**config.mk**
```make
export PLATFORM = sky130hd
export DESIGN_NAME = sh4_fpu_pack_flat
export DESIGN_NICKNAME = d
export VERILOG_FILES = /design/src/rtl/sh4_fpu_pack_if.sv /design/src/rtl/sh4_fpu_pack.sv /design/src/flat_wrapper.sv
export SDC_FILE = /design/constraint.sdc
export NUM_CORES = 1
export LEC_CHECK = 0
export BUFFER_PORTS_ARGS = -buffer_cell sky130_fd_sc_hd__buf_2
export CAP_MARGIN = 40
export CORE_MARGIN = 10
export CORE_UTILIZATION = 44
export CTS_BUF_LIST = sky130_fd_sc_hd__clkbuf_4 sky130_fd_sc_hd__clkbuf_8 sky130_fd_sc_hd__clkbuf_16
export DETAILED_ROUTE_END_ITERATION = 7
export GPL_TIMING_DRIVEN = 0
export PLACE_DENSITY = 0.75
export SKIP_CTS_REPAIR_TIMING = 1
export SLEW_MARGIN = 10
export SYNTH_ARGS = -nofsm -noshare
export SYNTH_HDL_FRONTEND = slang
export SYNTH_SLANG_ARGS = --single-unit
```
**constraint.sdc**
```tcl
create_clock -name clk -period 4.61 [get_ports clk]
set_input_delay 0 -clock clk [delete_from_list [all_inputs] [get_ports clk]]
set_output_delay 0 -clock clk [all_outputs]
set_load 0.05 [all_outputs]
```
**src/rtl/sh4_fpu_pack_if.sv**
```systemverilog
// sh4_fpu_pack_if: unpacked-result in, packed IEEE single out.
// No backpressure; the packer accepts every valid cycle.
interface sh4_fpu_pack_if;
  logic        i_valid;
  logic [4:0]  i_tag;
  logic        i_sign;
  logic [10:0] i_exp;
  logic [24:0] i_frac;
  logic        i_is_zero;
  logic        i_is_inf;
  logic        i_is_nan;
  logic        i_invalid;
  logic        i_rm;
  logic        i_flush;
  logic        i_flag_clr;
  logic        o_valid;
  logic [4:0]  o_tag;
  logic [31:0] o_data;
  logic [4:0]  o_cause;
  logic [4:0]  o_flags;

  modport master (
    output i_valid, i_tag, i_sign, i_exp, i_frac,
    output i_is_zero, i_is_inf, i_is_nan, i_invalid,
    output i_rm, i_flush, i_flag_clr,
    input  o_valid, o_tag, o_data, o_cause, o_flags
  );

  modport slave (
    input  i_valid, i_tag, i_sign, i_exp, i_frac,
    input  i_is_zero, i_is_inf, i_is_nan, i_invalid,
    input  i_rm, i_flush, i_flag_clr,
    output o_valid, o_tag, o_data, o_cause, o_flags
  );
endinterface

```
**src/rtl/sh4_fpu_pack.sv**
```systemverilog
// sh4_fpu_pack: 2-stage round/pack of an unpacked FPU result
// into IEEE-754 single with per-result and sticky flags.
module sh4_fpu_pack (
  input logic          clk,
  input logic          rst_n,
  sh4_fpu_pack_if.slave bus
);

  typedef enum logic [1:0] {
    C_NUM,
    C_ZERO,
    C_INF,
    C_NAN
  } cls_e;

  logic               s1_valid;
  logic [4:0]         s1_tag;
  logic               s1_sign;
  logic               s1_rm;
  logic               s1_inv;
  logic signed [11:0] s1_e;
  logic [22:0]        s1_frac;
  logic               s1_inc;
  logic               s1_inx;
  cls_e               s1_cls;

  logic signed [11:0] e_in;
  logic               inc_in;
  cls_e               cls_in;

  logic [23:0]        fsum;
  logic               carry;
  logic signed [11:0] e_r;
  logic               uf;
  logic               of;
  logic [31:0]        data_nx;
  logic [4:0]         cause_nx;
  logic               v2_nx;

  assign e_in = $signed({bus.i_exp[10], bus.i_exp})
              + 12'sd127;

  assign inc_in = ~bus.i_rm & bus.i_frac[1]
                & (bus.i_frac[0] | bus.i_frac[2]);

  // Special-case class, NaN winning over Inf over zero.
  always_comb begin
    cls_in = C_NUM;
    priority case (1'b1)
      bus.i_is_nan:  cls_in = C_NAN;
      bus.i_is_inf:  cls_in = C_INF;
      bus.i_is_zero: cls_in = C_ZERO;
      default:       cls_in = C_NUM;
    endcase
  end

  // Stage 1 valid; a flush drops the incoming entry.
  always_ff @(posedge clk or negedge rst_n) begin
    if (!rst_n) s1_valid <= 1'b0;
    else        s1_valid <= bus.i_valid & ~bus.i_flush;
  end

  // Stage 1 payload, loaded only for a valid input.
  always_ff @(posedge clk or negedge rst_n) begin
    if (!rst_n) begin
      s1_tag  <= '0;
      s1_sign <= 1'b0;
      s1_rm   <= 1'b0;
      s1_inv  <= 1'b0;
      s1_e    <= '0;
      s1_frac <= '0;
      s1_inc  <= 1'b0;
      s1_inx  <= 1'b0;
      s1_cls  <= C_NUM;
    end else if (bus.i_valid) begin
      s1_tag  <= bus.i_tag;
      s1_sign <= bus.i_sign;
      s1_rm   <= bus.i_rm;
      s1_inv  <= bus.i_invalid;
      s1_e    <= e_in;
      s1_frac <= bus.i_frac[24:2];
      s1_inc  <= inc_in;
      s1_inx  <= bus.i_frac[1] | bus.i_frac[0];
      s1_cls  <= cls_in;
    end
  end

  // The hidden 1 is left implicit: a carry past bit 22
  // means 1.f rounded up to 2.0, and fsum[22:0] is then 0.
  assign fsum  = {1'b0, s1_frac} + {23'd0, s1_inc};
  assign carry = fsum[23];
  assign e_r   = s1_e + $signed({11'd0, carry});
  assign uf    = s1_e <= 12'sd0;
  assign of    = e_r >= 12'sd255;
  assign v2_nx = s1_valid & ~bus.i_flush;

  // Stage 2 result and cause selection.
  always_comb begin
    data_nx  = '0;
    cause_nx = '0;
    unique case (s1_cls)
      C_NAN:  data_nx = 32'h7FBF_FFFF;
      C_INF:  data_nx = {s1_sign, 8'hFF, 23'h0};
      C_ZERO: data_nx = {s1_sign, 31'h0};
      C_NUM: begin
        if (uf) begin
          data_nx  = {s1_sign, 31'h0};
          cause_nx = 5'b00011;
        end else if (of) begin
          cause_nx = 5'b00101;
          data_nx  = s1_rm
                   ? {s1_sign, 8'hFE, 23'h7F_FFFF}
                   : {s1_sign, 8'hFF, 23'h0};
        end else begin
          data_nx  = {s1_sign, e_r[7:0], fsum[22:0]};
          cause_nx = {4'b0, s1_inx};
        end
      end
      default: data_nx = '0;
    endcase
    cause_nx[4] = s1_inv;
  end

  // Output valid; killed entries never reach the output.
  always_ff @(posedge clk or negedge rst_n) begin
    if (!rst_n) bus.o_valid <= 1'b0;
    else        bus.o_valid <= v2_nx;
  end

  // Output payload, held while no result is produced.
  always_ff @(posedge clk or negedge rst_n) begin
    if (!rst_n) begin
      bus.o_tag   <= '0;
      bus.o_data  <= '0;
      bus.o_cause <= '0;
    end else if (v2_nx) begin
      bus.o_tag   <= s1_tag;
      bus.o_data  <= data_nx;
      bus.o_cause <= cause_nx;
    end
  end

  // Sticky flags; a new cause survives a same-cycle clear.
  always_ff @(posedge clk or negedge rst_n) begin
    if (!rst_n)
      bus.o_flags <= '0;
    else
      bus.o_flags <= (bus.i_flag_clr ? 5'h0 : bus.o_flags)
                   | (v2_nx ? cause_nx : 5'h0);
  end

endmodule

```
**src/flat_wrapper.sv**
```systemverilog
// flat-port wrapper written by rule: the top's interface ports become plain ports
module sh4_fpu_pack_flat 
  (clk, rst_n, bus_i_valid, bus_i_tag, bus_i_sign, bus_i_exp, bus_i_frac, bus_i_is_zero, bus_i_is_inf, bus_i_is_nan, bus_i_invalid, bus_i_rm, bus_i_flush, bus_i_flag_clr, bus_o_valid, bus_o_tag, bus_o_data, bus_o_cause, bus_o_flags);
  sh4_fpu_pack_if bus_i ();
  input logic clk;
  input logic rst_n;
  input wire logic [$bits(bus_i.i_valid)-1:0] bus_i_valid;
  input wire logic [$bits(bus_i.i_tag)-1:0] bus_i_tag;
  input wire logic [$bits(bus_i.i_sign)-1:0] bus_i_sign;
  input wire logic [$bits(bus_i.i_exp)-1:0] bus_i_exp;
  input wire logic [$bits(bus_i.i_frac)-1:0] bus_i_frac;
  input wire logic [$bits(bus_i.i_is_zero)-1:0] bus_i_is_zero;
  input wire logic [$bits(bus_i.i_is_inf)-1:0] bus_i_is_inf;
  input wire logic [$bits(bus_i.i_is_nan)-1:0] bus_i_is_nan;
  input wire logic [$bits(bus_i.i_invalid)-1:0] bus_i_invalid;
  input wire logic [$bits(bus_i.i_rm)-1:0] bus_i_rm;
  input wire logic [$bits(bus_i.i_flush)-1:0] bus_i_flush;
  input wire logic [$bits(bus_i.i_flag_clr)-1:0] bus_i_flag_clr;
  output wire logic [$bits(bus_i.o_valid)-1:0] bus_o_valid;
  output wire logic [$bits(bus_i.o_tag)-1:0] bus_o_tag;
  output wire logic [$bits(bus_i.o_data)-1:0] bus_o_data;
  output wire logic [$bits(bus_i.o_cause)-1:0] bus_o_cause;
  output wire logic [$bits(bus_i.o_flags)-1:0] bus_o_flags;
  assign bus_i.i_valid = bus_i_valid;
  assign bus_i.i_tag = bus_i_tag;
  assign bus_i.i_sign = bus_i_sign;
  assign bus_i.i_exp = bus_i_exp;
  assign bus_i.i_frac = bus_i_frac;
  assign bus_i.i_is_zero = bus_i_is_zero;
  assign bus_i.i_is_inf = bus_i_is_inf;
  assign bus_i.i_is_nan = bus_i_is_nan;
  assign bus_i.i_invalid = bus_i_invalid;
  assign bus_i.i_rm = bus_i_rm;
  assign bus_i.i_flush = bus_i_flush;
  assign bus_i.i_flag_clr = bus_i_flag_clr;
  assign bus_o_valid = bus_i.o_valid;
  assign bus_o_tag = bus_i.o_tag;
  assign bus_o_data = bus_i.o_data;
  assign bus_o_cause = bus_i.o_cause;
  assign bus_o_flags = bus_i.o_flags;
  sh4_fpu_pack u_core (.clk(clk), .rst_n(rst_n), .bus(bus_i));
endmodule
```
==> flow_summary_export.csv <==
group,metric,value,unit
place,post_dp_cell_area,0.00537,mm²
sta,slew_headroom,41.1,%
place,numPortBuffers,96,
yosys,synth_edf_count,0,
detailed_routing,drt_wl_total,12100,µm
setup_path,crit_fanout,8,
layout,fillers,906,
floorplanning,core_area,0.0104,mm²
yosys,synth_cell_types,50,
floorplanning,die_w,123,µm
floorplanning,die-area,0.0152,mm²
global_route,grt_pass1_vias,3879,
yosys,ys.flop_type,"dfrtp_1",
run_status,violations,"hold timing",
cts,cts.clk_slew.worst_paths,90,ps
setup_path,required,4820,ps
detailed_routing,dr.pass1.iters,5,
layout,insertedDiodeCount,0,
detailed_routing,wire_per_inst,16.3,µm
run_status,outcome,"finished with violations",
sta,finalCriticalPeriod,4190,ps
cts,cts.sinks,94,
yosys,synth_area_per_cell,10.4,µm²
floorplanning,start_util,45.2,%
yosys,synthTopCellsByArea,"dfrtp_1, mux2_2, nor2_1",
pwr,p_per_area,376,mW/mm²
setup_path,arrival,4400,ps
sta,tns,0,ps
global_route,grt_pass1_wl,19200,µm
setup_path,critPathCaptureType,"flop",
cts,cts_root_buf,"clkbuf_8",
yosys,yosysSeqAreaShare,50.2,%
pwr,p_leak,2.59,nW
yosys,yosysTopAreaCell,"dfrtp_1",
setup_path,critPathLaunchType,"flop",
flow_run,cap_violations,0,
yosys,synthCells,451,
cts,cts_made_buffers,9,
sta,hold_ws,-2.79,ps
cts,cts_buffer_depth,2,
layout,area_growth,28.4,%
sta,drv_slew,0,
place,gp_congestion,0.839,
sta,hold_viol,1,
global_route,overflow,0,
cts,clk_latency,360,ps
sta,finalSetupViolations,0,
setup_path,critical_path_class,"flop to flop",
yosys,synth_top_cell_area_share,50.2,%
sta,finalCritPeriodShare,90.8,%
pwr,peakVddDrop,0.190,mV
layout,fin_nets,662,
place,dp_hpwl,9220,µm
layout,final_area,0.00602,mm²
sta,worst_pin_slew,884,ps
detailed_routing,ant_nets,0,
cts,htreeDepth,3,
sta,grt_setup_unrepaired,"false",
floorplanning,std_cell_rows,37,
yosys,synthArstFlopShare,100,%
global_route,grt_max_degree,52,
global_route,antenna_found_initial,0,
detailed_routing,route.detailed.drc,0,
floorplanning,die_h,123,µm
detailed_routing,num_vias,3936,
detailed_routing,drtIter0Drc,244,
worst_hold_path,hold_class,"input pin to flop",
layout,layout-drive-gt1-share,28.1,%
yosys,syn_area,0.00469,mm²
floorplanning,ios,100,
yosys,synth-seq-cells,94,
global_route,track_usage,15.7,%
detailed_routing,via_per_inst,5.28,
setup_path,r2r_setup_slack,420,ps
yosys,yosys_warnings,0,
sta,clock_skew,11.1,ps
sta,fmax,239,MHz
cts,cts_tree,"yes",
-- critical path, stage by stage (launching register included) --
cell	delay, ps
dfrtp_1	360
ha_1	250
nand2_1	130
nor2_1	380
and3_1	290
and3_1	210
ha_1	190
ha_1	200
nand3_2	140
a2111o_1	440
a211oi_2	310
o32ai_4	190
a2111oi_0	780
o21ai_0	160
-- cells in the mapped netlist (7+ instances only) --
| cell | number |
|---|---|
| dfrtp_1 | 94 |
| nor2_1 | 45 |
| nand2_1 | 43 |
| mux2_2 | 32 |
| a21oi_1 | 25 |
| nand3_1 | 19 |
| o21ai_0 | 19 |
| xnor2_1 | 19 |
| clkbuf_1 | 18 |
| xor2_1 | 18 |
| inv_1 | 14 |
| a221oi_2 | 11 |
| and3_1 | 9 |
| nor3_1 | 7 |
| nor4_1 | 7 |
-- per-stage QoR --
step | total power [W] | setup WS (ps) | std cells | utilization (%)
final | 0.00226 | 423 | 745 | 58.0
after CTS | 0.00225 | 441 | 700 | 53.7
after global routing | 0.00238 | 129 | 745 | 58.0
after floorplan | 0.00150 | 1310 | 452 | -
after global placement | 0.00168 | 583 | 684 | 51.5
after detailed placement | 0.00171 | 455 | 685 | 51.8
-- flip-flops by register name (all words and copies together) (netlist names) --
signal / flops
u_core.bus.o_data: 32
u_core.s1_frac: 23
u_core.s1_e: 12
u_core.bus.o_tag: 5
u_core.s1_tag: 5
u_core.bus.o_cause: 4
u_core.bus.o_flags: 4
u_core.s1_cls: 2
u_core.bus.o_valid: 1
u_core.s1_inc: 1
u_core.s1_inv: 1
u_core.s1_inx: 1
u_core.s1_rm: 1
u_core.s1_sign: 1
u_core.s1_valid: 1
-- metal layers --
layer	routed length, µm	track usage [%]	vias up
met5	0	0	-
met4	200	5.60	0
met3	745	3.24	19
met2	5830	25.5	126
met1	5360	20.3	1887
li1	-	-	1904
-- worst paths after layout --
path,from,to,depth (start not counted)
max in group asynchronous,rst_n,u_core.s1_cls[1]$_DFFE_PN0P_,3
min,bus_i_exp[2],u_core.s1_e[2]$_DFFE_PN0P_,3
min in group asynchronous,rst_n,u_core.bus.o_data[6]$_DFFE_PN0P_,2
min reg2reg,u_core.bus.o_tag[4]$_DFFE_PN0P_,u_core.bus.o_tag[4]$_DFFE_PN0P_,2
max,u_core.s1_inc$_DFFE_PN0P_,u_core.bus.o_cause[0]$_DFFE_PN0P_,13
max reg2reg,u_core.s1_inc$_DFFE_PN0P_,u_core.bus.o_cause[0]$_DFFE_PN0P_,13
-- cell usage in the layout, fill, tap and decap left out, drive strengths merged, types with 2 or more instances in the layout --
| cell | count |
|---|---|
| buf | 108 |
| nand4 | 4 |
| and3 | 9 |
| ha | 5 |
| dlygate4sd3 | 45 |
| o21ai | 22 |
| dfrtp | 94 |
| a21oi | 26 |
| o311ai | 5 |
| nand2 | 43 |
| o22ai | 4 |
| inv | 15 |
| xnor2 | 19 |
| o211ai | 2 |
| a21boi | 3 |
| o221ai | 2 |
| xor2 | 18 |
| conb | 2 |
| a221oi | 15 |
| and2 | 2 |
| clkinvlp | 2 |
| nor3 | 7 |
| nand3b | 3 |
| nand3 | 20 |
| or4 | 4 |
| nor4 | 7 |
| mux2 | 32 |
| clkbuf | 28 |
| nor2 | 45 |
| nor4b | 2 |
-- cell type report --
class | instances | area [µm²] | share of cell area, %
clock inverter | 5 | 58.8 | 0.977
sequential | 94 | 2350 | 39.1
inverter | 14 | 52.6 | 0.873
timing repair buffer | 142 | 961 | 16.0
tap | 136 | 170 | 2.83
clock buffer | 10 | 138 | 2.29
multi-input combinational | 315 | 2150 | 35.7
buffer | 29 | 138 | 2.29
-- cell families after synthesis --
kind of cell / count (synthesis) / synth area share, %
buffers and inverters: 43 / 4.06
XOR/XNOR: 37 / 6.91
adder cells (fa/ha/maj): 5 / 1.33
flip-flops: 94 / 50.2
other: 1 / 0.0800
AO/OA/AOI/OAI: 87 / 14.4
AND/OR/NAND/NOR: 151 / 15.2
multiplexers: 33 / 7.90
-- power by group --
part           switching (W)  total [W]  internal (W)
Combinational       0.000473   0.000692      0.000218
Sequential         0.0000853    0.00102      0.000938
Clock               0.000283   0.000547      0.000264
Power figures use the tool's default switching activity.
